--- config.mk ---
export PLATFORM = sky130hd
export DESIGN_NAME = bp_be_stride_pf_sched
export DESIGN_NICKNAME = d
export VERILOG_FILES = /design/src/rtl/bp_be_stride_pf_sched.sv
export SDC_FILE = /design/constraint.sdc
export NUM_CORES = 2
export LEC_CHECK = 0
export ABC_AREA = 1
export BUFFER_PORTS_ARGS = -buffer_cell sky130_fd_sc_hd__buf_2
export CAP_MARGIN = 0
export CORE_AREA = 5 5 264 330
export CTS_CLUSTER_DIAMETER = 80
export DETAILED_ROUTE_END_ITERATION = 10
export DIE_AREA = 0 0 269 335
export HOLD_SLACK_MARGIN = 0.05
export SKIP_CTS_REPAIR_TIMING = 1
export SLEW_MARGIN = 20
export SYNTH_ARGS = -nofsm -noshare
export SYNTH_HDL_FRONTEND = slang
export SYNTH_SLANG_ARGS = --single-unit
--- constraint.sdc ---
create_clock -name clk_i -period 16.7 [get_ports clk_i]
set_clock_uncertainty 0.15 [all_clocks]
set_input_delay 0 -clock clk_i [delete_from_list [all_inputs] [get_ports clk_i]]
set_output_delay 0 -clock clk_i [all_outputs]
set_load 0.005 [all_outputs]
--- src/rtl/bp_be_stride_pf_sched.sv ---
// Stride prefetch scheduler: keeps a small table of strided-load streams trained by the RPT
// and issues their prefetch addresses round-robin to one valid/ready D$ prefetch port.
module bp_be_stride_pf_sched #(
    parameter int vaddr_width_p       = 39,
    parameter int stride_width_p      = 8,
    parameter int streams_p           = 4,
    parameter int depth_p             = 4,
    parameter int page_offset_width_p = 12
) (
    input  logic                      clk_i,
    input  logic                      reset_n_i,
    input  logic                      enable_i,
    input  logic                      init_done_i,
    input  logic                      stride_v_i,
    input  logic [vaddr_width_p-1:0]  pc_i,
    input  logic [vaddr_width_p-1:0]  eff_addr_i,
    input  logic [stride_width_p-1:0] stride_i,
    input  logic                      flush_i,
    output logic                      pf_v_o,
    output logic [vaddr_width_p-1:0]  pf_addr_o,
    input  logic                      pf_ready_i,
    output logic                      busy_o
);
    localparam int IW = $clog2(streams_p);
    localparam int PW = vaddr_width_p - page_offset_width_p;

    // Handshake: pf_v_o/pf_addr_o are registered; a request transfers on any edge where
    // pf_v_o & pf_ready_i, and the address is held stable until then (only flush drops it).

    logic [streams_p-1:0]     r_v;
    logic [vaddr_width_p-1:0] r_pc     [streams_p];
    logic [PW-1:0]            r_page   [streams_p];
    logic [vaddr_width_p-1:0] r_next   [streams_p];
    logic [vaddr_width_p-1:0] r_stride [streams_p];
    logic [3:0]               r_rem    [streams_p];
    logic [IW-1:0]            r_rr;
    logic [IW-1:0]            r_victim;
    logic                     r_pf_v;
    logic [vaddr_width_p-1:0] r_pf_addr;

    logic [vaddr_width_p-1:0] w_stride_sext;
    logic                     w_train;
    logic                     w_hit;
    logic [IW-1:0]            w_hit_idx;
    logic                     w_free;
    logic [IW-1:0]            w_free_idx;
    logic [IW-1:0]            w_train_idx;
    logic [streams_p-1:0]     w_live;
    logic [streams_p-1:0]     w_elig;
    logic                     w_pick_v;
    logic [IW-1:0]            w_pick_idx;
    logic                     w_load;
    logic                     w_issue_go;
    logic                     w_same_page;

    assign w_stride_sext = {{(vaddr_width_p-stride_width_p){stride_i[stride_width_p-1]}}, stride_i};
    assign w_train = stride_v_i & init_done_i & enable_i & ~flush_i & (stride_i != '0);

    // Lowest index wins for both searches: scan downward and let later matches overwrite.
    always_comb begin
        w_hit      = 1'b0;
        w_hit_idx  = '0;
        w_free     = 1'b0;
        w_free_idx = '0;
        for (int i = streams_p - 1; i >= 0; i--) begin
            if (r_v[i] && (r_pc[i] == pc_i)) begin
                w_hit     = 1'b1;
                w_hit_idx = IW'(i);
            end
            if (!r_v[i]) begin
                w_free     = 1'b1;
                w_free_idx = IW'(i);
            end
        end
    end

    assign w_train_idx = w_hit ? w_hit_idx : (w_free ? w_free_idx : r_victim);

    always_comb begin
        w_live = '0;
        w_elig = '0;
        for (int i = 0; i < streams_p; i++) begin
            w_live[i] = r_v[i] & (r_rem[i] != 4'd0);
            w_elig[i] = w_live[i] & ~(w_train & (w_train_idx == IW'(i)));
        end
    end

    // Round-robin: first eligible stream at or after r_rr.
    always_comb begin
        logic [IW-1:0] cand;
        w_pick_v   = 1'b0;
        w_pick_idx = '0;
        cand       = '0;
        for (int k = streams_p - 1; k >= 0; k--) begin
            cand = r_rr + IW'(k);
            if (w_elig[cand]) begin
                w_pick_v   = 1'b1;
                w_pick_idx = cand;
            end
        end
    end

    assign w_load      = enable_i & (~r_pf_v | pf_ready_i);
    assign w_issue_go  = w_load & w_pick_v;
    assign w_same_page = (r_next[w_pick_idx][vaddr_width_p-1:page_offset_width_p] == r_page[w_pick_idx]);

    always_ff @(posedge clk_i or negedge reset_n_i) begin
        if (!reset_n_i) begin
            r_v       <= '0;
            r_rr      <= '0;
            r_victim  <= '0;
            r_pf_v    <= 1'b0;
            r_pf_addr <= '0;
            for (int i = 0; i < streams_p; i++) begin
                r_pc[i]     <= '0;
                r_page[i]   <= '0;
                r_next[i]   <= '0;
                r_stride[i] <= '0;
                r_rem[i]    <= '0;
            end
        end else if (flush_i) begin
            r_v      <= '0;
            r_rr     <= '0;
            r_victim <= '0;
            r_pf_v   <= 1'b0;
            for (int i = 0; i < streams_p; i++) begin
                r_rem[i] <= '0;
            end
        end else begin
            if (r_pf_v && pf_ready_i) begin
                r_pf_v <= 1'b0;
            end
            // Training never targets the picked entry, so both updates can land in one edge.
            if (w_issue_go) begin
                r_rr <= w_pick_idx + IW'(1);
                if (w_same_page) begin
                    r_pf_v               <= 1'b1;
                    r_pf_addr            <= r_next[w_pick_idx];
                    r_next[w_pick_idx]   <= r_next[w_pick_idx] + r_stride[w_pick_idx];
                    r_rem[w_pick_idx]    <= r_rem[w_pick_idx] - 4'd1;
                end else begin
                    r_rem[w_pick_idx] <= '0;
                end
            end
            if (w_train) begin
                r_v[w_train_idx]      <= 1'b1;
                r_pc[w_train_idx]     <= pc_i;
                r_page[w_train_idx]   <= eff_addr_i[vaddr_width_p-1:page_offset_width_p];
                r_next[w_train_idx]   <= eff_addr_i + w_stride_sext;
                r_stride[w_train_idx] <= w_stride_sext;
                r_rem[w_train_idx]    <= 4'(depth_p);
                if (!w_hit && !w_free) begin
                    r_victim <= r_victim + IW'(1);
                end
            end
        end
    end

    assign pf_v_o    = r_pf_v;
    assign pf_addr_o = r_pf_addr;
    assign busy_o    = r_pf_v | (|w_live);

endmodule

==> impl_results.md <==
- Fin. max-slew vios: 0
- WP data required: 17.09 ns
- WS Path Type: in -> reg
- Crit start category: input port
- Yosys cell types: 47
- Placed cell count: 6049
- Vias in the first global route: 31.5k
- Tcrit/Tclk final: 0.585
- Minimum clock period: 9.78 ns
- CP max FO: 81
- Number of synthesized register bits: 516
- Synth area leaders: dfrtp_1 39%, nand2_1 22%, o21ai_0 8.5%
- Final WL: 127 mm
- Starting density of the core: 0.396
- Async S/R FF share, synth: 1.00
- Routed via count: 33.6k
- Die ar.: 0.0901 sq mm
- IO buf count: 133
- Die Y-Extent: 335 um
- Syn-to-layout area delta: 13.6%
- Largest net degree at the start of global routing: 142
- Core area: 0.0837 sq mm
- First-pass GRT wire length: 191 mm
- Max cap viols: 0
- DIE WIDTH: 269 um
- Register area: 0.0129 sq mm
- Drt pass-1 iters: 8
- Worst Hold Path Cells: 4
- Share of cells above drive strength 1: 0.0636
- RSZ-0062 raised after global routing: no
- Initial antenna violation count: 8
- Seq/Total Area, Yosys: 0.389
- Setup WS pre-CTS: 7.38 ns
- Reg2Reg Depth: 32
- Setup crit end kind: flop
- Drt wl/cell: 20.3 um
- Cell count after synthesis: 5025
- Busiest grt layer: met2
- # fillers: 8778
- Critical Path AT: 10.17 ns
- Synthesized area: 0.0332 sq mm
- Routing usage on met3: 0.0440
- Status: complete, no violations
- Synth top area share: 0.389
- CTS tree: yes
- Slew margin rel.: 0.244
- Setup_tns: 0 ns
- Area taken by multi-input logic gates: 0.0175 sq mm
- Final hold slack: 0.0170 ns
- # clock sinks: 516
- Later-pin clock latency in the skew report: 0.66 ns
- Finished Layout Cells: 6265
- Boundary Pins: 134
- H-tree depth: 2
- Cell Rows: 119
- Post-synth EDFFs: 0
- YS warnings: 0
- Slew @ Worst Pin: 1.13 ns
- Most common cell after layout, fill and taps aside: nand2_1
- Avg Vias per Cell: 5.36
- Met1 Track Usage GR: 0.337
- Drt first-iter violations: 2924
- Met2 global-route usage: 0.450
- Clock slew at reported path FFs: 0.06 ns
- CP max stage cell: nor4_1
- Residual DRC: 0
- Synth Flop Type: dfrtp_1
- Gr usage total: 0.272
- Max incr delay on CP: 0.76 ns
- Commonest cells after routing, fill and taps aside: 1962 x nand2_1, 566 x o21ai_0, 516 x dfrtp_1, 477 x inv_1, 315 x nor2_1
- Cell taking the most area after synthesis: dfrtp_1
- Final Hold Vio Count: 0
- Cts bufs inserted: 59
- Max frequency: 0.102 GHz
- GP Congestion: 1.01
- Synth Net Count: 5182
- CTS Buffer Depth: 3
- Crit path top cell by count: nand2_1
- Setup Viol. Count Final: 0
- Clock Tree Root: clkbuf_16
- Hold WC Path Type: in -> reg
- Worst setup margin: 6.92 ns
- Post-DP HPWL: 86.3 mm
- Syn Area/Cell: 6.60 sq um
- Post-DRT Antenna Nets: 0
- Final net count: 5280
- GRT overflow: 0
[area by class of cell]
class | count | share of cell area
Antenna cell | 7 | 0.000465
Clock buffer | 77 | 0.0442
Clock inverter | 30 | 0.0110
Inverter | 493 | 0.0492
Multi-Input combinational cell | 3783 | 0.463
Sequential cell | 516 | 0.343
Tap cell | 1089 | 0.0362
Timing Repair Buffer | 270 | 0.0530
[logic make-up (layout without fill, tap and decap cells)]
logic type	count (synthesis)	count (layout)	share of synthesized area
and+or+nand+nor	2657	2657	0.320
AOI/OAI and AO/OA	964	964	0.155
buffers and inverters	726	870	0.0857
DFF	516	516	0.389
xor gates and xnor gates	98	98	0.0259
adders and majority gates	64	64	0.0246
other	0	7	0
[path summary, 6_finish.rpt]
path | endpoint | start | slack (ns)
max | pf_addr_o[28] | stride_i[7] | 6.92
min | r_stride[123] | stride_i[6] | 0.02
max reg2reg | pf_addr_o[28] | r_pc[129] | 7.46
min reg2reg | r_page[17] | r_page[17] | 0.33
max in group asynchronous | r_page[18] | reset_n_i | 13.42
min in group asynchronous | pf_addr_o[1] | reset_n_i | 0.38
[cell usage after synthesis, types with 39 or more instances]
master	instances
dfrtp_1	516
nand3_1	269
inv_1	477
clkbuf_1	144
a21oi_1	259
o21ai_0	566
nor2_1	317
nand2_1	1963
xnor2_1	65
buf_2	47
ha_1	62
o211ai_1	40
nand4_1	39
[sequential cells by signal, indices dropped and copies added (netlist names)]
signal / flops
r_next: 156
r_pc: 156
r_page: 108
pf_addr_o: 39
r_stride: 32
r_rem: 16
r_v: 4
r_rr: 2
r_victim: 2
pf_v_o: 1
[per-layer routing]
layer,vias to the layer above,part of all wire
met2,1326,0.47
li1,16200,-
met1,15600,0.40
met5,-,0.00023
met3,368,0.066
met4,4,0.065
[metrics by stage]
| stage | cell area, sq um | utilization |
|---|---|---|
| floorplan | 33200 | - |
| global placement | 34500 | 0.413 |
| detailed placement | 34500 | 0.413 |
| CTS | 36600 | 0.438 |
| global route | 37700 | 0.450 |
| finish | 37700 | 0.450 |
[worst max-delay path, delay by kind of cell]
kind	cells	cell delay [ns]
AND/OR/NAND/NOR	16	5.10
XOR/XNOR	1	0.57
buffers and inverters	10	3.81
AO/OA/AOI/OAI	3	0.53
Power is not shown: default switching activity piles up to over one toggle a cycle in this logic, so the estimate is an artifact.
